==> src/rtl/func_call_server_if.sv <==
// Caller-side bundle for func_call_server: per-caller request handshake and result strobes.
// A call transfers on a cycle where req_valid[i] && req_ready[i]; the caller holds arg/op stable while valid && !ready.
interface func_call_server_if #(
    parameter int DATA_WIDTH  = 8,
    parameter int NUM_CALLERS = 4
);
    logic [NUM_CALLERS-1:0]            req_valid;
    logic [NUM_CALLERS-1:0]            req_ready;
    logic [NUM_CALLERS*DATA_WIDTH-1:0] req_arg;
    logic [NUM_CALLERS*2-1:0]          req_op;
    logic [NUM_CALLERS-1:0]            rsp_valid;
    logic [NUM_CALLERS*DATA_WIDTH-1:0] rsp_data;

    modport master (
        output req_valid, req_arg, req_op,
        input  req_ready, rsp_valid, rsp_data
    );

    modport slave (
        input  req_valid, req_arg, req_op,
        output req_ready, rsp_valid, rsp_data
    );
endinterface

==> src/rtl/func_call_server.sv <==
// Shared pipelined function evaluator: round-robin call acceptance, fixed-latency in-order results.
// Optional FUNC_CALL_SERVER_STATS_EN adds a saturating 16-bit accepted-call counter port.
module func_call_server #(
    parameter int DATA_WIDTH  = 8,
    parameter int NUM_CALLERS = 4,
    parameter int LATENCY     = 2
) (
    input  logic               clk,
    input  logic               rst,
    func_call_server_if.slave  bus
`ifdef FUNC_CALL_SERVER_STATS_EN
    ,
    output logic [15:0]        call_count
`endif
);
    localparam int ID_W = (NUM_CALLERS > 1) ? $clog2(NUM_CALLERS) : 1;

    typedef struct packed {
        logic                  vld;
        logic [ID_W-1:0]       id;
        logic [DATA_WIDTH-1:0] res;
    } stage_t;

    logic [ID_W-1:0]                   rr_ptr_q, rr_ptr_d;
    logic [NUM_CALLERS-1:0]            grant;
    logic [ID_W-1:0]                   grant_id;
    logic [ID_W-1:0]                   scan_idx;
    int                                scan_sum;
    logic                              accept;
    logic [DATA_WIDTH-1:0]             grant_arg;
    logic [1:0]                        grant_op;
    stage_t                            issue;
    stage_t                            stage_q [LATENCY];
    stage_t                            stage_d [LATENCY];
    logic [NUM_CALLERS*DATA_WIDTH-1:0] rsp_data_q, rsp_data_d;
    logic [NUM_CALLERS-1:0]            rsp_valid;

    function automatic logic [DATA_WIDTH-1:0] eval_op(input logic [DATA_WIDTH-1:0] a,
                                                      input logic [1:0] op);
        logic [DATA_WIDTH-1:0] r;
        r = a;
        case (op)
            2'd0: r = a;
            2'd1: r = ~a;
            2'd2: for (int b = 0; b < DATA_WIDTH; b++) r[b] = a[DATA_WIDTH-1-b];
            default: r = {{(DATA_WIDTH-1){1'b0}}, ^a};
        endcase
        return r;
    endfunction

    // Scan from rr_ptr upward with wrap; the first requester found is granted.
    always_comb begin
        grant    = '0;
        grant_id = '0;
        accept   = 1'b0;
        scan_sum = 0;
        scan_idx = '0;
        for (int k = 0; k < NUM_CALLERS; k++) begin
            scan_sum = int'(rr_ptr_q) + k;
            if (scan_sum >= NUM_CALLERS) scan_sum = scan_sum - NUM_CALLERS;
            scan_idx = ID_W'(scan_sum);
            if (!accept && bus.req_valid[scan_idx]) begin
                accept          = 1'b1;
                grant[scan_idx] = 1'b1;
                grant_id        = scan_idx;
            end
        end
    end

    always_comb begin
        grant_arg = '0;
        grant_op  = '0;
        for (int i = 0; i < NUM_CALLERS; i++) begin
            if (grant[i]) begin
                grant_arg = bus.req_arg[i*DATA_WIDTH +: DATA_WIDTH];
                grant_op  = bus.req_op[i*2 +: 2];
            end
        end
    end

    always_comb begin
        rr_ptr_d = rr_ptr_q;
        if (accept) begin
            if (grant_id == ID_W'(NUM_CALLERS - 1)) rr_ptr_d = '0;
            else                                     rr_ptr_d = grant_id + ID_W'(1);
        end
    end

    always_comb begin
        issue.vld = accept;
        issue.id  = grant_id;
        issue.res = eval_op(grant_arg, grant_op);
    end

    // The result register loads on the same edge the last stage fills, so data and strobe coincide.
    always_comb begin
        stage_d[0] = issue;
        for (int k = 1; k < LATENCY; k++) stage_d[k] = stage_q[k-1];
        rsp_data_d = rsp_data_q;
        if (stage_d[LATENCY-1].vld) begin
            for (int i = 0; i < NUM_CALLERS; i++) begin
                if (stage_d[LATENCY-1].id == ID_W'(i))
                    rsp_data_d[i*DATA_WIDTH +: DATA_WIDTH] = stage_d[LATENCY-1].res;
            end
        end
    end

    always_ff @(posedge clk) begin
        if (rst) begin
            rr_ptr_q   <= '0;
            rsp_data_q <= '0;
            for (int k = 0; k < LATENCY; k++) stage_q[k] <= '0;
        end else begin
            rr_ptr_q   <= rr_ptr_d;
            rsp_data_q <= rsp_data_d;
            for (int k = 0; k < LATENCY; k++) stage_q[k] <= stage_d[k];
        end
    end

    always_comb begin
        rsp_valid = '0;
        for (int i = 0; i < NUM_CALLERS; i++) begin
            rsp_valid[i] = stage_q[LATENCY-1].vld && (stage_q[LATENCY-1].id == ID_W'(i));
        end
    end

    assign bus.req_ready = grant;
    assign bus.rsp_valid = rsp_valid;
    assign bus.rsp_data  = rsp_data_q;

`ifdef FUNC_CALL_SERVER_STATS_EN
    logic [15:0] call_count_q, call_count_d;

    always_comb begin
        call_count_d = call_count_q;
        if (accept && call_count_q != 16'hFFFF) call_count_d = call_count_q + 16'd1;
    end

    always_ff @(posedge clk) begin
        if (rst) call_count_q <= '0;
        else     call_count_q <= call_count_d;
    end

    assign call_count = call_count_q;
`endif
endmodule
==> src/flat_wrapper.sv <==
// flat-port wrapper written by rule: the top's interface ports become plain ports
module func_call_server_flat 
#(
    parameter int DATA_WIDTH  = 8,
    parameter int NUM_CALLERS = 4,
    parameter int LATENCY     = 2
)
  (clk, rst, bus_req_valid, bus_req_arg, bus_req_op, bus_req_ready, bus_rsp_valid, bus_rsp_data);
  func_call_server_if #(.DATA_WIDTH(DATA_WIDTH), .NUM_CALLERS(NUM_CALLERS)) bus_i ();
  input  logic clk;
  input  logic rst;
  input wire logic [$bits(bus_i.req_valid)-1:0] bus_req_valid;
  input wire logic [$bits(bus_i.req_arg)-1:0] bus_req_arg;
  input wire logic [$bits(bus_i.req_op)-1:0] bus_req_op;
  output wire logic [$bits(bus_i.req_ready)-1:0] bus_req_ready;
  output wire logic [$bits(bus_i.rsp_valid)-1:0] bus_rsp_valid;
  output wire logic [$bits(bus_i.rsp_data)-1:0] bus_rsp_data;
  assign bus_i.req_valid = bus_req_valid;
  assign bus_i.req_arg = bus_req_arg;
  assign bus_i.req_op = bus_req_op;
  assign bus_req_ready = bus_i.req_ready;
  assign bus_rsp_valid = bus_i.rsp_valid;
  assign bus_rsp_data = bus_i.rsp_data;
  func_call_server #(.DATA_WIDTH(DATA_WIDTH), .NUM_CALLERS(NUM_CALLERS), .LATENCY(LATENCY)) u_core (.clk(clk), .rst(rst), .bus(bus_i));
endmodule
==> config.mk <==
export PLATFORM = sky130hd
export DESIGN_NAME = func_call_server_flat
export DESIGN_NICKNAME = d
export VERILOG_FILES = /design/src/rtl/func_call_server_if.sv /design/src/rtl/func_call_server.sv /design/src/flat_wrapper.sv
export SDC_FILE = /design/constraint.sdc
export NUM_CORES = 1
export LEC_CHECK = 0
export CORE_MARGIN = 3
export CORE_UTILIZATION = 43
export CTS_BUF_LIST = sky130_fd_sc_hd__clkbuf_4 sky130_fd_sc_hd__clkbuf_8 sky130_fd_sc_hd__clkbuf_16
export DETAILED_ROUTE_END_ITERATION = 8
export PLACE_DENSITY = 0.84
export SYNTH_ARGS = -nofsm -noshare
export SYNTH_HDL_FRONTEND = slang
export SYNTH_SLANG_ARGS = --single-unit
export TNS_END_PERCENT = 50
==> constraint.sdc <==
create_clock -name clk -period 3.5 [get_ports clk]
set_input_delay 0.525 -clock clk [delete_from_list [all_inputs] [get_ports clk]]
set_output_delay 0.525 -clock clk [all_outputs]
set_load 0.01 [all_outputs]
# Yosys cells after proc, flatten, opt, wreduce, memory -nomap -nowiden

Memory sizes are Yosys's and may differ from the RTL's.
Cells that the tools add are included.
Widths: inputs -> output; s select.

Input bits: 46
Bits in writable memories: 22
Register bits: 34
Memories: 1
Logic and storage cells: 110
Output and inout port bits: 40

Add/sub/neg operators: 8
Bitwise gates (word level): 6
Order comparisons: 12
Reduce and logical (&&, ||, !) cells: 22
Eq/ne operators: 9
Muxes and demuxes: 47

Memory list:

| memory         | words | width | rd ports | clocked after Yosys merged registers in | write ports | RTL line               | RTL |
|---|---|---|---|---|---|---|---|
| u_core.stage_q | 2     | 11    | 2        | 0                                       | 2           | func_call_server.sv:33 | `stage_t stage_q [LATENCY];` |

Operators by type and width:

| kind                | number |
|---|---|
| $mux 8              | 4 |
| $mux 2              | 13 |
| $pmux 8 s3          | 1 |
| $mux 11             | 2 |
| $mux 4              | 4 |
| $mux 1              | 15 |
| $eq 2x2->1 const B  | 6 |
| $lt 2x3->1 const B  | 4 |
| $or 4x4->4          | 3 |
| $logic_and 1x1->1   | 11 |
| $ge 3x3->1 const B  | 3 |
| $bmux 1 s2          | 4 |
| $demux 1 s2         | 4 |
| $ge 2x1->1 const B  | 4 |
| $not 8->8           | 1 |
| $reduce_and 2->1    | 4 |
| $reduce_xor 8->1    | 1 |
| $sub 2x1->2 const B | 4 |
| $add 2x2->3 const B | 2 |
| $eq 2x1->1 const B  | 3 |
| $logic_not 2->1     | 3 |
| $add 2x1->3 const B | 1 |
| $ge 2x3->1 const B  | 1 |
| $logic_not 1->1     | 3 |
| other kinds (2)     | 3 |

# Logic depth before layout (Yosys ltp)

Gate-level depths: netlist of run 1.

Depth in word-level cells: 21
Mapped depth: 19
Depth with buffers taken out: 13

# Least setup slack after synthesis of run 1

OpenSTA, ideal clock, no wires.

Path kind: reg2reg
Start: register with a tool-made name
End: memory u_core.stage_q[0][0] in the netlist's numbering
Stages on the path, launching flop included: 20
Setup slack: -0.221 ns
Path buffers: 6
Clock period less this slack: 3.721 ns
Setup time: 0.127 ns
Data required time: 3.373 ns
Arrival: 3.594 ns
Cell sequence: dfxtp_1 > buf_6 > clkbuf_1 > inv_1 > ha_1 > buf_2 > mux4_2 > nor4b_4 > nand2_1 > o21a_1 > buf_6 > inv_6 > buf_12 > nand2_1 > a311oi_1 > a21oi_1 > buf_2 > and4b_1 > a211oi_2 > o41ai_2

RTL lines:

| item          | RTL line |
|---|---|
| end, declared | func_call_server.sv:33 |

# Final worst setup path of run 1

Start: register u_core.rr_ptr_q[1]
End: output port bus_req_ready[0]

Longest elaborated chain between the ends: 14
Elaborated cells between the ends (all ways): 59
Those cells by class: add/sub: 7; order compare: 12; mux: 27; bitwise: 3; reduce/logical: 10

Ends and longest elaborated chain:

| item                                                 | RTL line                | RTL |
|---|---|---|
| start, declared                                      | func_call_server.sv:24  | `logic [ID_W-1:0] rr_ptr_q, rr_ptr_d;` |
| start signal, assigned                               | func_call_server.sv:114 | `rr_ptr_q <= rr_ptr_d;` |
| branches (longest 13 deep; another with $add 2x1->3) | -                       |  |
| $mux 4 *                                             | func_call_server.sv:62  | `if (!accept && bus.req_valid[scan_idx]) begin` |
| end, declared                                        | flat_wrapper.sv:15      | `output wire logic [$bits(bus_i.req_ready)-1:0] bus_req_ready;` |

Mark *: on every way between the ends. The select of a mux whose other input is x is not followed.

==> results.cfg, run 1 <==
[status]
status = complete, no violations

[synthesis]
synth_area_um2 = 2820
synth_top_cell_area_share_pct = 34.1
postSynthAreaPerCell_um2 = 9.39
async_reset_ff_share_pct = 0
yosys.area.top_type = dfxtp_1
yosysUniqueCellTypes = 56
synth_area_leaders = dfxtp_1 34%, mux2i_1 12%, nor2_1 6.5%
yosys_warnings = 0
ys_seq_area_share_pct = 34.1
yosys_register_bits = 48
ys.flop_type = dfxtp_1
syn_nets = 353
synth_edf_count = 0
synth_cells = 300

[cts]
cts_inserted_buffers = 5
clkSinkCount = 48
cts_tree = yes
clockBufferDepth = 2
cts_max_level = 2
clkLatencyLatePin_ns = 0.29
holdBufCountCts = 0
clk_pin_slew_worst_paths_ns = 0.07
cts_root_buf = clkbuf_8

[setup_path]
crit_path_end = bus_req_ready[0]
required_ns = 2.97
worst_setup_path_end_kind = output port
crit_arrival_ns = 2.84
cp_max_fo = 7
reg2regPathDepth = 13
rr_endpoint = u_core.stage_q[0][0]$_SDFF_PP0_
timing.rr.start = u_core.rr_ptr_q[1]$_SDFFE_PP0P_
critPathLaunch = u_core.rr_ptr_q[1]$_SDFFE_PP0P_
worstSetupPathType = flip-flop to output port
r2r_setup_slack_ns = 0.25
cp-start-kind = flip-flop

[power_and_ir_drop]
power.static_leakage_nw = 1.74
p_total_mw = 4.01
p_per_area_nw_per_um2 = 997
vdd_drop_max_v = 0.000709

[floorplanning]
die_area_um2 = 7560
dieHeight_um = 87.0
num_rows = 28
num_io_pins = 86
dieWidth_um = 87.0
coreArea_um2 = 6130
initial_core_util_pct = 46.0

[global_route]
grt_pass1_wl_um = 11100
grt_use_total_pct = 18.2
antenna_found_initial = 0
grt_max_degree = 52
grt.overflow.total = 0
grt_pass1_vias = 2452

[placed_design]
dpl.hpwl_um = 5360
port-buffer-count = 85
place_congestion = 0.819
dpl_cell_area_um2 = 3890

[timing]
holdWs_ns = 0.493
worstMarginPinSlew_ns = 0.866
max-slew-margin-rel_pct = 42.3
period_share_pct = 96.1
drv_slew = 0
hold_viol_final = 0
period_needed_ns = 3.36
fin_skew_ns = 0.00609
setup_viol = 0
timing.fmax_mhz = 297

[drt]
first_pass_iters = 4
ant_nets = 0
vias_per_cell = 5.31
routed_wl_um = 6750
route.detailed.drc = 0
drt-initial-drc-count = 79
via_count = 2565
wl_per_cell_um = 14.0

[cells_and_area]
nets = 460
ff_latch_area_um2 = 965
drive_above_1_share_pct = 18.9
finish.instance_area_um2 = 4020
final_cell_mix = 79 x clkdlybuf4s50_1, 49 x nor2_1, 47 x dfxtp_1, 35 x mux2i_1, 32 x buf_4
multi_input_area_um2 = 1700
layout.cells.most_common = clkdlybuf4s50_1
nFillCells = 504
diodes = 0
syn_to_final_growth_pct = 42.8

[job]
drv_cap = 0

[min_path]
hold_path_class = flip-flop to flip-flop
[Yosys cell counts, types with 4 or more instances]
cell type  number
mux2i_1        35
a31o_2          4
a21oi_1         8
nand3b_1        4
nor3b_1         4
xnor2_1        12
o22ai_1        10
clkbuf_1        8
mux4_2          4
dfxtp_1        48
buf_6           5
nor2b_1         8
inv_1           9
nand2_1        15
nand3_1         9
nor2_1         49
ha_1            7
a22oi_1         9
[what timing repair did]
action,in CTS,in global routing
resized for setup,5,8
pin swaps,1,1
endpoints found under the setup margin,4,12
setup buffers,0,0
[sequential cells by signal, indices dropped and copies added, names as in the netlist, named ones only]
register	count
u_core.rr_ptr_q	1
u_core.bus.rsp_data	32
u_core.stage_q	14
[how the worst min path moves through the flow]
stage | from | to | depth (start not counted)
floorplan | u_core.stage_q[0][8]$_SDFF_PP0_ | u_core.stage_q[0][19]$_SDFF_PP0_ | 1
global placement | u_core.bus.rsp_data[9]$_SDFFE_PP0P_ | u_core.bus.rsp_data[9]$_SDFFE_PP0P_ | 2
detailed placement | u_core.bus.rsp_data[5]$_SDFFE_PP0P_ | u_core.bus.rsp_data[5]$_SDFFE_PP0P_ | 2
CTS | u_core.bus.rsp_data[5]$_SDFFE_PP0P_ | u_core.bus.rsp_data[5]$_SDFFE_PP0P_ | 2
global route | u_core.bus.rsp_data[7]$_SDFFE_PP0P_ | u_core.bus.rsp_data[7]$_SDFFE_PP0P_ | 2
finish | u_core.bus.rsp_data[5]$_SDFFE_PP0P_ | u_core.bus.rsp_data[5]$_SDFFE_PP0P_ | 2
[through the flow]
stage	std cells	util, %	TNS [ns]	worst slack (ns)
after CTS	483	65.1	0	0.0293
after detailed placement	475	63.5	-1.78	-0.239
after floorplan	300	-	0	0.0293
after global routing	483	65.6	-0.0172	-0.0131
final	483	65.6	0	0.138
after global placement	475	63.5	-0.875	-0.142
[area by class of cell]
type / count / share of cell area, %
Multi-Input combinational cell: 222 / 42.1
Timing Repair Buffer: 119 / 27.9
Sequential cell: 48 / 24.0
Clock buffer: 8 / 2.43
Tap cell: 75 / 2.33
Inverter: 11 / 1.18
[power by group]
part           total [mW]  internal [mW]  switching (mW)
Clock               0.336          0.176           0.160
Combinational        2.94           1.56            1.37
Sequential          0.739          0.654          0.0855
[cell families after synthesis]
family	count (synthesis)	synth area share (%)
compound gates	51	15.1
xor+xnor	15	5.42
fa+ha+maj	7	3.11
buf+inv	30	6.39
flops	48	34.1
mux	42	16.8
simple gates	107	19.1
[critical path, stage by stage (launching register included)]
cell and delay [ns]:
dfxtp_1 0.35, inv_1 0.11, ha_4 0.33, mux4_2 0.39
inv_1 0.16, buf_4 0.14, a2111oi_4 0.06, o21ai_2 0.31
buf_4 0.17, clkdlybuf4s50_1 0.53
[routing by layer]
metal / wire length, um / vias to the layer above / track usage [%]
li1: - / 1275 / -
met1: 3020 / 1184 / 22.8
met2: 3120 / 95 / 30.3
met3: 492 / 11 / 4.54
met4: 113 / 0 / 6.09
met5: 0 / - / 0
Power figures use the tool's default switching activity.
==> inputs of run 2 (changes only) <==
--- a/config.mk
+++ b/config.mk
@@ -9,6 +9,7 @@
 export CORE_UTILIZATION = 43
 export CTS_BUF_LIST = sky130_fd_sc_hd__clkbuf_4 sky130_fd_sc_hd__clkbuf_8 sky130_fd_sc_hd__clkbuf_16
 export DETAILED_ROUTE_END_ITERATION = 8
+export GPL_TIMING_DRIVEN = 1
 export PLACE_DENSITY = 0.84
 export SYNTH_ARGS = -nofsm -noshare
 export SYNTH_HDL_FRONTEND = slang
==> constraint.sdc (replaced) <==
create_clock -name clk -period 2.8 [get_ports clk]
set_input_delay 0.42 -clock clk [delete_from_list [all_inputs] [get_ports clk]]
set_output_delay 0.42 -clock clk [all_outputs]
set_load 0.01 [all_outputs]
==> results.cfg, run 2 (synthesis results as in run 1) <==
[cells_and_area]
syn_to_final_growth_pct = 60.3
final_cell_mix = 77 x clkdlybuf4s50_1, 49 x nor2_1, 48 x buf_4, 46 x dfxtp_1, 35 x mux2i_1
diodes = 0
layout.cells.most_common = clkdlybuf4s50_1
nets = 491
finish.instance_area_um2 = 4520
largest_reg_flops = 32
drive_above_1_share_pct = 30.8

[drt]
route.detailed.drc = 0
first_pass_iters = 4
vias_per_cell = 5.48
ant_nets = 0
drt-initial-drc-count = 128
wl_per_cell_um = 16.6
routed_wl_um = 8530
via_count = 2817

[placed_design]
dpl_cell_area_um2 = 4000
place_congestion = 0.942
port-buffer-count = 85
dpl.hpwl_um = 5540

[cts]
clockBufferDepth = 2
cts_max_level = 2
clk_pin_slew_worst_paths_ns = 0.08
clkSinkCount = 48
holdBufCountCts = 0
clkLatencyLatePin_ns = 0.29
cts_tree = yes
cts_inserted_buffers = 5
cts_root_buf = clkbuf_8

[timing]
setup_viol = 12
worstMarginPinSlew_ns = 0.572
period_share_pct = 120
hold_viol_final = 0
period_needed_ns = 3.36
rsz0062_at_grt = yes
fin_skew_ns = 0.00557
drv_slew = 0
timing.fmax_mhz = 297
max-slew-margin-rel_pct = 61.8
fin_tns_setup_ns = -3.85
layout_setup_ws_ns = -0.563

[setup_path]
cpMaxStageDelayCell = mux4_2
cp_max_fo = 5
cp-start-kind = flip-flop
worst_setup_path_end_kind = flip-flop
worstSetupPathType = flip-flop to flip-flop
critPathMaxStageDelay_ns = 0.62
crit_arrival_ns = 3.56
required_ns = 2.99
worstPathCellList = buf_12, mux4_2, nor4b_4, nand2_1, o21a_4, buf_4, and2_4, a22oi_1, a21oi_2, xnor3_1, xnor2_1, o41ai_2

[floorplanning]
die_area_um2 = 7560
coreArea_um2 = 6130
initial_core_util_pct = 46.0
dieWidth_um = 87.0
num_rows = 28
dieHeight_um = 87.0
num_io_pins = 86

[power_and_ir_drop]
power.static_leakage_nw = 1.98
p_per_area_nw_per_um2 = 1420
vdd_drop_max_v = 0.00107

[min_path]
hold_path_class = flip-flop to flip-flop

[global_route]
grt_max_degree = 48
grt_pass1_wl_um = 12600
antenna_found_initial = 0
grt_use_total_pct = 20.9
grt_pass1_vias = 2751
grt.overflow.total = 0

[status]
status = finished, violations left
violations = negative setup slack

[job]
drv_cap = 0
-- run 2: cell count changes in the layout (fill, tap and decap cells not counted), sizes merged --
cell	change
clkdlybuf4s50	-2
bufinv	+1
dlymetal6s2s	-1
buf	+34
clkinv	+2
clkbuf	-2
inv	-1
-- run 2: repair_timing --
| item | in CTS | in global routing |
|---|---|---|
| gates resized for setup | 46 | 30 |
| buffers inserted | 18 | 4 |
| pin swaps | 17 | 12 |
| setup endpoints to repair | 12 | 12 |
-- run 2: cell type report --
type                            instances  area (um2)
Multi-Input combinational cell        222        1850
Fill cell                             399        1610
Timing Repair Buffer                  150        1420
Sequential cell                        48         966
Tap cell                               75        93.8
Clock buffer                            6        82.6
Inverter                               11        61.3
Clock inverter                          2        38.8
-- run 2: metal layers --
layer / GRT usage [%] / part of all wire [%]
met5: 0 / 0
met4: 7.79 / 3.7
met3: 5.58 / 6.7
met2: 36.4 / 50
met1: 24.3 / 39
-- run 2: final timing paths --
check                           slack (ns)                           startpoint  cells after the start                                   to
worst max-delay path                 -0.56                            flip-flop                     12      u_core.stage_q[0][0]$_SDFF_PP0_
worst min-delay path                  0.50  u_core.bus.rsp_data[4]$_SDFFE_PP0P_                      2  u_core.bus.rsp_data[4]$_SDFFE_PP0P_
worst min register to register        0.50  u_core.bus.rsp_data[4]$_SDFFE_PP0P_                      2  u_core.bus.rsp_data[4]$_SDFFE_PP0P_
worst max register to register       -0.56                            flip-flop                     12      u_core.stage_q[0][0]$_SDFF_PP0_
-- run 2: worst max-delay path: cells and delay by family (launching register included) --
| family | cells | cell delay (ns) |
|---|---|---|
| and+or+nand+nor | 3 | 0.70 |
| buffers and inverters | 2 | 0.27 |
| xor gates and xnor gates | 2 | 0.55 |
| muxes | 1 | 0.62 |
| AOI/OAI and AO/OA | 4 | 0.72 |
| DFF | 1 | 0.40 |
-- run 2: power by group --
group	total, mW	switching [mW]	internal, mW
Combinational	4.94	2.25	2.69
Clock	0.515	0.224	0.292
Sequential	0.935	0.118	0.818
Total	6.39	2.60	3.80
-- run 2: per-stage QoR --
step                      setup slack [ns]  power, mW  hold slack, ns  std cells  util, %
final                               -0.563       6.39           0.497        514     73.7
after CTS                           -0.411       5.69           0.503        510     70.9
after floorplan                     -0.482       3.66           0.482        300        -
after global routing                -0.683       6.75           0.524        514     73.7
after detailed placement            -0.889       4.67           0.483        485     65.2
after global placement              -0.735       4.55           0.475        485     65.2
==> inputs of run 3 (changes only) <==
==> constraint.sdc (replaced) <==
create_clock -name clk -period 2.95 [get_ports clk]
set_input_delay 0.4425 -clock clk [delete_from_list [all_inputs] [get_ports clk]]
set_output_delay 0.4425 -clock clk [all_outputs]
set_load 0.01 [all_outputs]
==> results.cfg, run 3 (synthesis results as in run 1) <==
[placed_design]
dpl.hpwl_um = 5580
port-buffer-count = 85
dpl_cell_area_um2 = 3980
place_congestion = 0.938
post-place-ws_ns = -0.844

[status]
violations = negative setup slack
status = finished, violations left

[power_and_ir_drop]
p_per_area_nw_per_um2 = 1260
vdd_drop_max_v = 0.000980
power.static_leakage_nw = 1.89

[min_path]
whs_endpoint = u_core.bus.rsp_data[5]$_SDFFE_PP0P_
min_from = u_core.bus.rsp_data[5]$_SDFFE_PP0P_
holdPathStages = 2
hold_path_class = flip-flop to flip-flop

[global_route]
antenna_found_initial = 0
use_met3_pct = 3.97
global_route.usage.met1_pct = 23.9
grt.overflow.total = 0
grt_pass1_wl_um = 11900
grt_max_degree = 29
grt_pass1_vias = 2654
use_met2_pct = 33.5
grt_use_total_pct = 19.2
busiest_layer = met2

[timing]
layout_setup_ws_ns = -0.245
period_share_pct = 108
drv_slew = 0
worstMarginPinSlew_ns = 0.559
holdWs_ns = 0.506
rsz0062_at_grt = yes
period_needed_ns = 3.19
timing.fmax_mhz = 313
fin_skew_ns = 0.00138
max-slew-margin-rel_pct = 62.6
hold_viol_final = 0
setup_viol = 9

[setup_path]
worst_setup_path_end_kind = flip-flop
critical_path_buf_inv_count = 1
reg2regPathDepth = 12
cp-start-kind = flip-flop
critPathMaxStageDelay_ns = 0.44
required_ns = 3.15
worstPathCellList = inv_8, ha_4, mux2_2, and3_1, a2111oi_2, o21a_4, and2_1, a22oi_1, a21oi_2, xnor3_1, xnor2_1, o41ai_2
worstSetupPathType = flip-flop to flip-flop
crit_arrival_ns = 3.39
cpMaxStageDelayCell = xnor3_1
cp_max_fo = 8
cp.depth = 12
r2r_setup_slack_ns = -0.24
rr_endpoint = u_core.stage_q[0][0]$_SDFF_PP0_
crit_family = compound AO/OA/AOI/OAI gates

[drt]
routed_wl_um = 7530
route.detailed.drc = 0
first_pass_iters = 4
vias_per_cell = 5.38
via_count = 2696
ant_nets = 0
wl_per_cell_um = 15.0
drt-initial-drc-count = 103

[cells_and_area]
syn_to_final_growth_pct = 53.7
layout.cells.most_common = clkdlybuf4s50_1
finish.instance_area_um2 = 4330
largest_reg_flops = 32
drive_above_1_share_pct = 27.9
nets = 478
final_cell_mix = 77 x clkdlybuf4s50_1, 49 x nor2_1, 46 x buf_4, 46 x dfxtp_1, 34 x mux2i_1
diodes = 0

[cts]
clkSinkCount = 48
cts_tree = yes
cts_inserted_buffers = 5
clockBufferDepth = 2
clk_pin_slew_worst_paths_ns = 0.08
cts_root_buf = clkbuf_8
cts_max_level = 2
clkLatencyLatePin_ns = 0.29

[floorplanning]
initial_core_util_pct = 46.0
dieHeight_um = 87.0
dieWidth_um = 87.0
num_rows = 28
die_area_um2 = 7560
coreArea_um2 = 6130
num_io_pins = 86

[job]
drv_cap = 0
[run 3: cell types whose count changed in the layout (fill, tap and decap cells not counted), sizes merged]
cell / previous run / this run
buf: 69 / 54
bufinv: 1 / 0
clkinv: 3 / 4
dlygate4sd2: 4 / 5
inv: 9 / 10
[run 3: how the worst max path moves through the flow]
| stage | from | end |
|---|---|---|
| 2_1_floorplan | flip-flop | u_core.stage_q[0][0]$_SDFF_PP0_ |
| 3_3_place_gp | bus_req_valid[2] | u_core.stage_q[0][0]$_SDFF_PP0_ |
| 3_5_place_dp | bus_req_valid[2] | u_core.stage_q[0][3]$_SDFF_PP0_ |
| 4_1_cts | u_core.rr_ptr_q[1]$_SDFFE_PP0P_ | u_core.stage_q[0][0]$_SDFF_PP0_ |
| 5_1_grt | flip-flop | u_core.stage_q[0][0]$_SDFF_PP0_ |
| 6_report | flip-flop | u_core.stage_q[0][0]$_SDFF_PP0_ |
[run 3: area by class of cell]
cell class | count | area (um2)
multi-input combinational | 222 | 1850
fill | 422 | 1800
timing repair buffer | 136 | 1260
sequential | 48 | 966
tap | 75 | 93.8
clock buffer | 6 | 82.6
inverter | 11 | 58.8
clock inverter | 2 | 10.0
timing repair inverter | 1 | 5.00
[run 3: stage by stage]
step / power (mW) / utilization, % / TNS, ns / std cells
2_1_floorplan: 3.47 / - / -1.99 / 300
3_3_place_gp: 4.30 / 64.9 / -6.29 / 482
3_5_place_dp: 4.40 / 64.9 / -8.64 / 482
4_1_cts: 5.05 / 68.5 / -0.390 / 497
5_1_grt: 5.82 / 70.6 / -2.25 / 501
6_report: 5.44 / 70.6 / -0.966 / 501
[run 3: per-layer routing]
layer	routed length, um	up-vias	share of wire [%]
met1	3150	1247	42
li1	-	1306	-
met3	569	19	7.6
met5	0	-	0
met4	169	0	2.2
met2	3640	124	48
[run 3: power by group]
group	switching, mW	internal (mW)
registers	0.108	0.776
logic	1.92	2.25
clock network	0.197	0.187
[run 3: tightest hold or removal path: stages (launching register included)]
cell and delay [ns]:
dfxtp_1 0.33, mux2i_1 0.07, nor2_1 0.07
[run 3: what timing repair did]
action / in CTS / in global routing
pin swaps: 8 / 13
hold buffers: 0 / 0
setup buffers: 7 / 3
gates resized for setup: 32 / 24
cloned: 0 / 1
endpoints found under the setup margin: 12 / 12
